File: config.mk
export PLATFORM = sky130hd
export DESIGN_NAME = periph_timer_flat
export DESIGN_NICKNAME = d
export VERILOG_FILES = /design/src/rtl/periph_timer_pkg.sv /design/src/rtl/periph_timer_if.sv /design/src/rtl/periph_timer_prescaler.sv /design/src/rtl/periph_timer.sv /design/src/flat_wrapper.sv
export SDC_FILE = /design/constraint.sdc
export NUM_CORES = 1
export LEC_CHECK = 0
export ABC_AREA = 1
export CAP_MARGIN = 20
export CORE_UTILIZATION = 50
export CTS_BUF_LIST = sky130_fd_sc_hd__clkbuf_8
export DETAILED_ROUTE_END_ITERATION = 8
export GPL_ROUTABILITY_DRIVEN = 0
export PLACE_DENSITY_LB_ADDON = 0.3
export SYNTH_ARGS = -nofsm -noshare
export SYNTH_HDL_FRONTEND = slang
export SYNTH_SLANG_ARGS = --single-unit
export TNS_END_PERCENT = 1
File: constraint.sdc
create_clock -name clk_ip -period 2.4 [get_ports clk_ip]
set_clock_uncertainty 0.2 [all_clocks]
set_input_delay 0.6 -clock clk_ip [delete_from_list [all_inputs] [get_ports clk_ip]]
set_output_delay 0.6 -clock clk_ip [all_outputs]
set_load 0.1 [all_outputs]
File: src/rtl/periph_timer_pkg.sv
// Shared definitions for the periph_timer peripheral: register offsets,
// bit positions inside CTRL/STATUS and register reset values.
package periph_timer_pkg;

    localparam logic [7:0] OFF_CTRL     = 8'd0;
    localparam logic [7:0] OFF_PRESCALE = 8'd1;
    localparam logic [7:0] OFF_COMPARE  = 8'd2;
    localparam logic [7:0] OFF_COUNT    = 8'd3;
    localparam logic [7:0] OFF_STATUS   = 8'd4;
    localparam logic [7:0] NUM_REGS     = 8'd5;

    localparam int CTRL_EN      = 0;
    localparam int CTRL_IE      = 1;
    localparam int CTRL_AUTO    = 2;
    localparam int CTRL_ONESHOT = 3;

    localparam int STAT_MATCH = 0;
    localparam int STAT_OVF   = 1;

    localparam logic [3:0] RST_CTRL     = 4'h0;
    localparam logic [7:0] RST_PRESCALE = 8'h00;
    localparam logic [7:0] RST_COMPARE  = 8'hFF;
    localparam logic [7:0] RST_COUNT    = 8'h00;

endpackage

File: src/rtl/periph_timer_if.sv
// CPU peripheral bus as seen by the timer: the CPU (master) drives address,
// write data and strobe; the peripheral (slave) returns read data, hit and irq.
interface periph_timer_if;

    logic [7:0] addr_ip;
    logic [7:0] data_ip;
    logic       we_ip;
    logic [7:0] data_op;
    logic       sel_op;
    logic       irq_op;

    modport master (
        output addr_ip, data_ip, we_ip,
        input  data_op, sel_op, irq_op
    );

    modport slave (
        input  addr_ip, data_ip, we_ip,
        output data_op, sel_op, irq_op
    );

endinterface

File: src/rtl/periph_timer_prescaler.sv
// Prescaler: down-counter that emits a one-clock tick every prescale+1
// enabled clocks and rests at the programmed value while disabled or cleared.
module timer_prescaler
    import periph_timer_pkg::*;
(
    input  logic       clk_ip,
    input  logic       reset_n_ip,
    input  logic       en,
    input  logic [7:0] prescale,
    input  logic       clear,
    output logic       tick
);

    logic [7:0] r_cnt;

    assign tick = en & (r_cnt == 8'd0);

    // prescale is only sampled on reload, so a new value waits for the next period
    always_ff @(posedge clk_ip or negedge reset_n_ip) begin
        if (!reset_n_ip) begin
            r_cnt <= RST_PRESCALE;
        end else if (!en || clear || tick) begin
            r_cnt <= prescale;
        end else begin
            r_cnt <= r_cnt - 8'd1;
        end
    end

endmodule

File: src/rtl/periph_timer.sv
// Memory-mapped 8-bit timer/counter with compare match, overflow, one-shot and
// auto-reload modes; raises a registered level interrupt to the CPU.
module periph_timer
    import periph_timer_pkg::*;
#(
    parameter logic [7:0] BASE_ADDR = 8'h10
) (
    input  logic           clk_ip,
    input  logic           reset_n_ip,
    periph_timer_if.slave  bus
);

    logic [3:0] r_ctrl;
    logic [7:0] r_prescale;
    logic [7:0] r_compare;
    logic [7:0] r_count;
    logic       r_match;
    logic       r_ovf;
    logic       r_irq;

    logic [7:0] w_off;
    logic       w_sel;
    logic       w_wr_ctrl;
    logic       w_wr_prescale;
    logic       w_wr_compare;
    logic       w_wr_count;
    logic       w_wr_status;
    logic       w_tick;
    logic       w_tick_use;
    logic       w_match_set;
    logic       w_ovf_set;
    logic [3:0] w_ctrl_next;
    logic [7:0] w_count_next;
    logic [7:0] w_rdata;

    // Offset arithmetic wraps, so a single unsigned compare covers the window
    assign w_off = bus.addr_ip - BASE_ADDR;
    assign w_sel = (w_off < NUM_REGS);

    assign w_wr_ctrl     = bus.we_ip & w_sel & (w_off == OFF_CTRL);
    assign w_wr_prescale = bus.we_ip & w_sel & (w_off == OFF_PRESCALE);
    assign w_wr_compare  = bus.we_ip & w_sel & (w_off == OFF_COMPARE);
    assign w_wr_count    = bus.we_ip & w_sel & (w_off == OFF_COUNT);
    assign w_wr_status   = bus.we_ip & w_sel & (w_off == OFF_STATUS);

    timer_prescaler u_prescaler (
        .clk_ip     (clk_ip),
        .reset_n_ip (reset_n_ip),
        .en         (r_ctrl[CTRL_EN]),
        .prescale   (r_prescale),
        .clear      (w_wr_count),
        .tick       (w_tick)
    );

    // A COUNT load or a CTRL write that stops the timer swallows a coincident tick
    assign w_tick_use = w_tick & ~w_wr_count & ~(w_wr_ctrl & ~bus.data_ip[CTRL_EN]);

    always_comb begin
        w_ctrl_next  = r_ctrl;
        w_count_next = r_count;
        w_match_set  = 1'b0;
        w_ovf_set    = 1'b0;
        if (w_tick_use) begin
            if (r_count == r_compare) begin
                w_match_set = 1'b1;
                if (r_ctrl[CTRL_AUTO]) begin
                    w_count_next = 8'h00;
                end else begin
                    w_count_next = r_count + 8'd1;
                    w_ovf_set    = (r_count == 8'hFF);
                end
                if (r_ctrl[CTRL_ONESHOT]) begin
                    w_ctrl_next[CTRL_EN] = 1'b0;
                end
            end else begin
                w_count_next = r_count + 8'd1;
                w_ovf_set    = (r_count == 8'hFF);
            end
        end
        if (w_wr_ctrl) begin
            w_ctrl_next = bus.data_ip[3:0];
        end
        if (w_wr_count) begin
            w_count_next = bus.data_ip;
        end
    end

    always_ff @(posedge clk_ip or negedge reset_n_ip) begin
        if (!reset_n_ip) begin
            r_ctrl     <= RST_CTRL;
            r_prescale <= RST_PRESCALE;
            r_compare  <= RST_COMPARE;
            r_count    <= RST_COUNT;
            r_match    <= 1'b0;
            r_ovf      <= 1'b0;
            r_irq      <= 1'b0;
        end else begin
            r_ctrl  <= w_ctrl_next;
            r_count <= w_count_next;
            if (w_wr_prescale) r_prescale <= bus.data_ip;
            if (w_wr_compare)  r_compare  <= bus.data_ip;
            // Hardware set has priority over a same-cycle write-1-to-clear
            r_match <= (r_match & ~(w_wr_status & bus.data_ip[STAT_MATCH])) | w_match_set;
            r_ovf   <= (r_ovf   & ~(w_wr_status & bus.data_ip[STAT_OVF]))   | w_ovf_set;
            r_irq   <= r_ctrl[CTRL_IE] & (r_match | r_ovf);
        end
    end

    always_comb begin
        w_rdata = 8'h00;
        if (w_sel) begin
            case (w_off)
                OFF_CTRL:     w_rdata = {4'h0, r_ctrl};
                OFF_PRESCALE: w_rdata = r_prescale;
                OFF_COMPARE:  w_rdata = r_compare;
                OFF_COUNT:    w_rdata = r_count;
                OFF_STATUS:   w_rdata = {6'h00, r_ovf, r_match};
                default:      w_rdata = 8'h00;
            endcase
        end
    end

    assign bus.data_op = w_rdata;
    assign bus.sel_op  = w_sel;
    assign bus.irq_op  = r_irq;

endmodule

File: src/flat_wrapper.sv
// flat-port wrapper written by rule: the top's interface ports become plain ports
module periph_timer_flat import periph_timer_pkg::*;
#(
    parameter logic [7:0] BASE_ADDR = 8'h10
)
  (clk_ip, reset_n_ip, bus_addr_ip, bus_data_ip, bus_we_ip, bus_data_op, bus_sel_op, bus_irq_op);
  periph_timer_if bus_i ();
  input  logic clk_ip;
  input  logic reset_n_ip;
  input wire logic [$bits(bus_i.addr_ip)-1:0] bus_addr_ip;
  input wire logic [$bits(bus_i.data_ip)-1:0] bus_data_ip;
  input wire logic [$bits(bus_i.we_ip)-1:0] bus_we_ip;
  output wire logic [$bits(bus_i.data_op)-1:0] bus_data_op;
  output wire logic [$bits(bus_i.sel_op)-1:0] bus_sel_op;
  output wire logic [$bits(bus_i.irq_op)-1:0] bus_irq_op;
  assign bus_i.addr_ip = bus_addr_ip;
  assign bus_i.data_ip = bus_data_ip;
  assign bus_i.we_ip = bus_we_ip;
  assign bus_data_op = bus_i.data_op;
  assign bus_sel_op = bus_i.sel_op;
  assign bus_irq_op = bus_i.irq_op;
  periph_timer #(.BASE_ADDR(BASE_ADDR)) u_core (.clk_ip(clk_ip), .reset_n_ip(reset_n_ip), .bus(bus_i));
endmodule
After elaboration in Yosys (flattened, before gate mapping)

Cells that the tools add are included.

Flip-flop bits (word level): 39
Output and inout bits: 10
Bits of input ports: 19
Logic and storage cells: 68

Bitwise operators: 23
Eq/ne operators: 6
Reduce and logical (&&, ||, !) cells: 10
$lt $le $gt $ge: 1
Multiplexer cells: 16
$add $sub $neg: 3

Operators with widths:

| cell                  | count |
|---|---|
| $mux W8               | 6 |
| $pmux W8 S5           | 1 |
| $eq A8 B2 Y1 const B  | 2 |
| $logic_not A8 Y1      | 2 |
| $and A1 B1 Y1         | 15 |
| $mux W1               | 9 |
| $add A8 B1 Y8 const B | 1 |
| $eq A8 B1 Y1 const B  | 1 |
| $eq A8 B3 Y1 const B  | 1 |
| $eq A8 B8 Y1          | 1 |
| $eq A8 B8 Y1 const B  | 1 |
| $lt A8 B3 Y1 const B  | 1 |
| $reduce_bool A2 Y1    | 4 |
| $sub A8 B1 Y8 const B | 1 |
| $sub A8 B5 Y8 const B | 1 |
| $not A1 Y1            | 5 |
| $or A1 B1 Y1          | 3 |
| $reduce_and A3 Y1     | 1 |
| $logic_or A1 B1 Y1    | 2 |
| $logic_not A1 Y1      | 1 |

Depth between registers and ports, before layout

Word-level depth: 9
Mapped depth: 11
Mapped depth without buffers: 11

By module

Synthesis repeated with hierarchy kept, for this count alone.

Cells, all modules: 340
Area, all modules: 2,496.1 um^2

By module, submodules not included:

| module          | instances | sequential area each (um^2) | cells each | area each (um^2) |
|---|---|---|---|---|
| periph_timer    | 1         | 785.8                       | 270        | 1,958.1 |
| timer_prescaler | 1         | 200.2                       | 70         | 538.0 |

Worst setup path after synthesis

No wires, ideal clock.

Kind: input -> output
From: input port bus_addr_ip[5]
To: output port bus_data_op[4]
Path slack: -1.021 ns
Path buffers: 0
Cell stages on the path: 5
Data required time: 1.600 ns
Data arrival time: 2.621 ns
Cell sequence: nor2_1 -> nand2_2 -> inv_2 -> nand4_2 -> o221ai_1

Word-level cells in the longest chain between the ends: 4
Elaborated cells on any way between the ends: 9
Classes of those cells: add/sub (1); order compare (1); eq/ne (4); mux (2); reduce/logical (1)

Ends and longest elaborated chain:

| item                                                 | line                | text |
|---|---|---|
| start: declaration                                   | flat_wrapper.sv:10  | `input wire logic [$bits(bus_i.addr_ip)-1:0] bus_addr_ip;` |
| $sub A8 B5 Y8 *                                      | periph_timer.sv:37  | `assign w_off = bus.addr_ip - BASE_ADDR;` |
| branches (longest 2 deep; another with $lt A8 B3 Y1) | -                   |  |
| $mux W8 *                                            | periph_timer.sv:111 | `if (w_sel) begin` |
| end: declaration                                     | flat_wrapper.sv:13  | `output wire logic [$bits(bus_i.data_op)-1:0] bus_data_op;` |

Mark *: on every way between the ends.

Worst setup path in the final report

From: input port bus_addr_ip[1]
To: output port bus_data_op[1]

The elaborated chain is that of the path after synthesis.

==> impl_metrics.tcl <==
set metrics [dict create \
    status "complete, but fails checks" \
    violations "setup timing" \
    viasPerCell 5.21 \
    end_kind "output port" \
    yosysSeqAreaShare_pct 38.1 \
    first_pass_iters 4 \
    cts-htree-levels 2 \
    yosysUniqueCellTypes 31 \
    grt_max_degree 40 \
    syn-num-nets 400 \
    critPathMaxFanout 5 \
    grt-ovfl-total 0 \
    syn_to_final_growth_pct 34.8 \
    cp-start-kind "input port" \
    final_nets 452 \
    finalMaxSlewViolations 0 \
    drive_above_1_share_pct 25.0 \
    clk_pin_slew_ns 0.08 \
    root_buffer "clkbuf_8" \
    hold_buffers 0 \
    ant_nets 0 \
    antennaDiodeCount 0 \
    cts.sinks 39 \
    hold_viol 0 \
    wl_um 6810 \
    final_util_pct 72.0 \
    power.static_leakage_uw 0.00168 \
    rsz0062_at_grt "yes" \
    core_um2 4850 \
    fin_crit_ns 2.46 \
    die_x_um 74.0 \
    place_area_um2 3340 \
    mostFrequentLayoutCell "nand2_1" \
    grt_pass1_vias 2443 \
    tns_ns -0.378 \
    tightest_slew_ns 0.499 \
    rows 25 \
    critPathKind "input port to output port" \
    post-place-ws_ns -0.623 \
    peakVddDrop_uv 467 \
    grt_pass1_wl_um 11500 \
    final_cell_mix "nand2_1 (156), inv_1 (47), dfrtp_1 (31)" \
    stdcell_area_um2 3490 \
    fmaxAchievable_mhz 406 \
    arrival_ns 1.66 \
    hpwlAfterDp_um 5000 \
    synth-main-ff-cell "dfrtp_1" \
    worstSkewPairLatency_ns 0.30 \
    fin_crit_sh_pct 103 \
    die_area_um2 5470 \
    tritoncts "yes" \
    syn-cell-area_um2 2590 \
    netlist_instances 379 \
    antenna_found_initial 0 \
    numPortBuffers 28 \
    ys_ff_latch 39 \
    fp.dieH_um 74.0 \
    synth_edf_count 0 \
    synth_async_sr_flop_share_pct 100 \
    maxCapViolations 0 \
    vias 2602 \
    fill_cells 375 \
    ios 29 \
    first_iter_violations 278 \
    start_util_pct 53.4 \
    finalSetupViolCount 8 \
    wire_per_inst_um 13.7 \
    finalWorstSetupSlack_ns -0.0632 \
    slew_headroom_pct 66.7 \
    p_per_area_nw_per_um2 644 \
    yosys_warnings 0 \
    grt_usage_pct 27.9 \
    holdCritPathClass "input port to async pin" \
    syn-mean-instance-area_um2 6.83 \
    power_uw 2250 \
    cts_buffers 5 \
    drc 0 \
    cts_buffer_depth 2 \
    worstPathRequired_ns 1.60 \
]
## report_power, final
part,switching (uW),internal (uW)
Sequential,140,767
Combinational,503,325
Clock,251,262
## flip-flops by register name, indices dropped and copies added, names as in the netlist
| signal | count |
|---|---|
| u_core.bus.irq_op | 1 |
| u_core.r_compare | 8 |
| u_core.r_count | 8 |
| u_core.r_ctrl | 4 |
| u_core.r_match | 1 |
| u_core.r_ovf | 1 |
| u_core.r_prescale | 8 |
| u_core.u_prescaler.r_cnt | 8 |
## worst paths after layout
check                                            start                          end  slack, ns  cells past startpoint
max                                     bus_addr_ip[1]               bus_data_op[1]      -0.06                     10
min                                         reset_n_ip  u_core.u_prescaler.r_cnt[3]       0.14                      2
max reg2reg                u_core.u_prescaler.r_cnt[0]             u_core.r_ctrl[0]       0.46                      8
min reg2reg                u_core.u_prescaler.r_cnt[0]  u_core.u_prescaler.r_cnt[0]       0.27                      1
max in group asynchronous                   reset_n_ip          u_core.r_compare[1]       1.49                      2
min in group clk_ip        u_core.u_prescaler.r_cnt[0]  u_core.u_prescaler.r_cnt[0]       0.27                      1
## metrics by stage
stage | hold slack [ns] | instances
2_1_floorplan | 0.104 | 379
3_3_place_gp | 0.256 | 489
3_5_place_dp | 0.262 | 489
4_1_cts | 0.164 | 500
5_1_grt | 0.212 | 499
6_report | 0.145 | 499
## timing repair
| item | in CTS | in global routing |
|---|---|---|
| gates cloned | 1 | 0 |
| resized for setup | 40 | 11 |
| buffers inserted | 2 | 0 |
| setup endpoints to repair | 9 | 9 |
| pin swaps | 15 | 11 |
## kinds of logic (layout without fill, tap and decap cells)
| kind of cell | after synthesis | in the layout | synth area share (%) |
|---|---|---|---|
| AND/OR/NAND/NOR | 230 | 230 | 38.6 |
| buffers and inverters | 60 | 113 | 9.42 |
| AO/OA/AOI/OAI | 40 | 40 | 10.3 |
| flip-flops | 39 | 39 | 38.1 |
| XOR/XNOR | 8 | 8 | 2.71 |
| adder cells (fa/ha/maj) | 2 | 2 | 0.966 |
## layer usage
layer	GRT usage, %	share of wire, %	vias to the layer above
li1	-	-	1286
met1	37.6	43	1208
met2	45.2	48	91
met3	4.34	5.6	17
met4	11.3	2.7	0
met5	0	0	-
## cells in the mapped netlist (2+ instances only)
master | count | area, um2
nand2_1 | 158 | 593
dfrtp_1 | 31 | 776
inv_1 | 50 | 188
inv_2 | 6 | 22.5
nor2_2 | 3 | 18.8
nor2_1 | 27 | 101
nand2_2 | 5 | 31.3
dfstp_2 | 8 | 210
nor2_4 | 4 | 45.0
o21ai_1 | 8 | 40.0
buf_6 | 2 | 22.5
o221ai_1 | 4 | 35.0
o21ai_2 | 8 | 70.1
nor3_1 | 3 | 15.0
nand4_1 | 4 | 25.0
nand3_2 | 3 | 30.0
ha_1 | 2 | 25.0
o2111ai_1 | 2 | 17.5
nand3_1 | 19 | 95.1
a21oi_1 | 3 | 15.0
o21ai_0 | 13 | 65.1
xnor2_1 | 7 | 61.3
## cell type report
| type | count | area [um2] | area share, % |
|---|---|---|---|
| clock buffer | 7 | 96.3 | 2.76 |
| clock inverter | 1 | 7.51 | 0.215 |
| inverter | 56 | 230 | 6.59 |
| multi-input combinational | 280 | 1550 | 44.4 |
| sequential | 39 | 986 | 28.2 |
| tap | 67 | 83.8 | 2.40 |
| timing repair buffer | 48 | 531 | 15.2 |
| timing repair inverter | 1 | 7.51 | 0.215 |
## worst max-delay path, stage by stage
cell	delay, ns
clkbuf_2	0.12
buf_6	0.14
nor3_4	0.15
nand2_2	0.10
inv_2	0.10
nand2_1	0.06
nand2_1	0.08
a21oi_2	0.04
nand3_2	0.09
buf_12	0.18
Note: power is estimated with default switching activity, not from simulation.
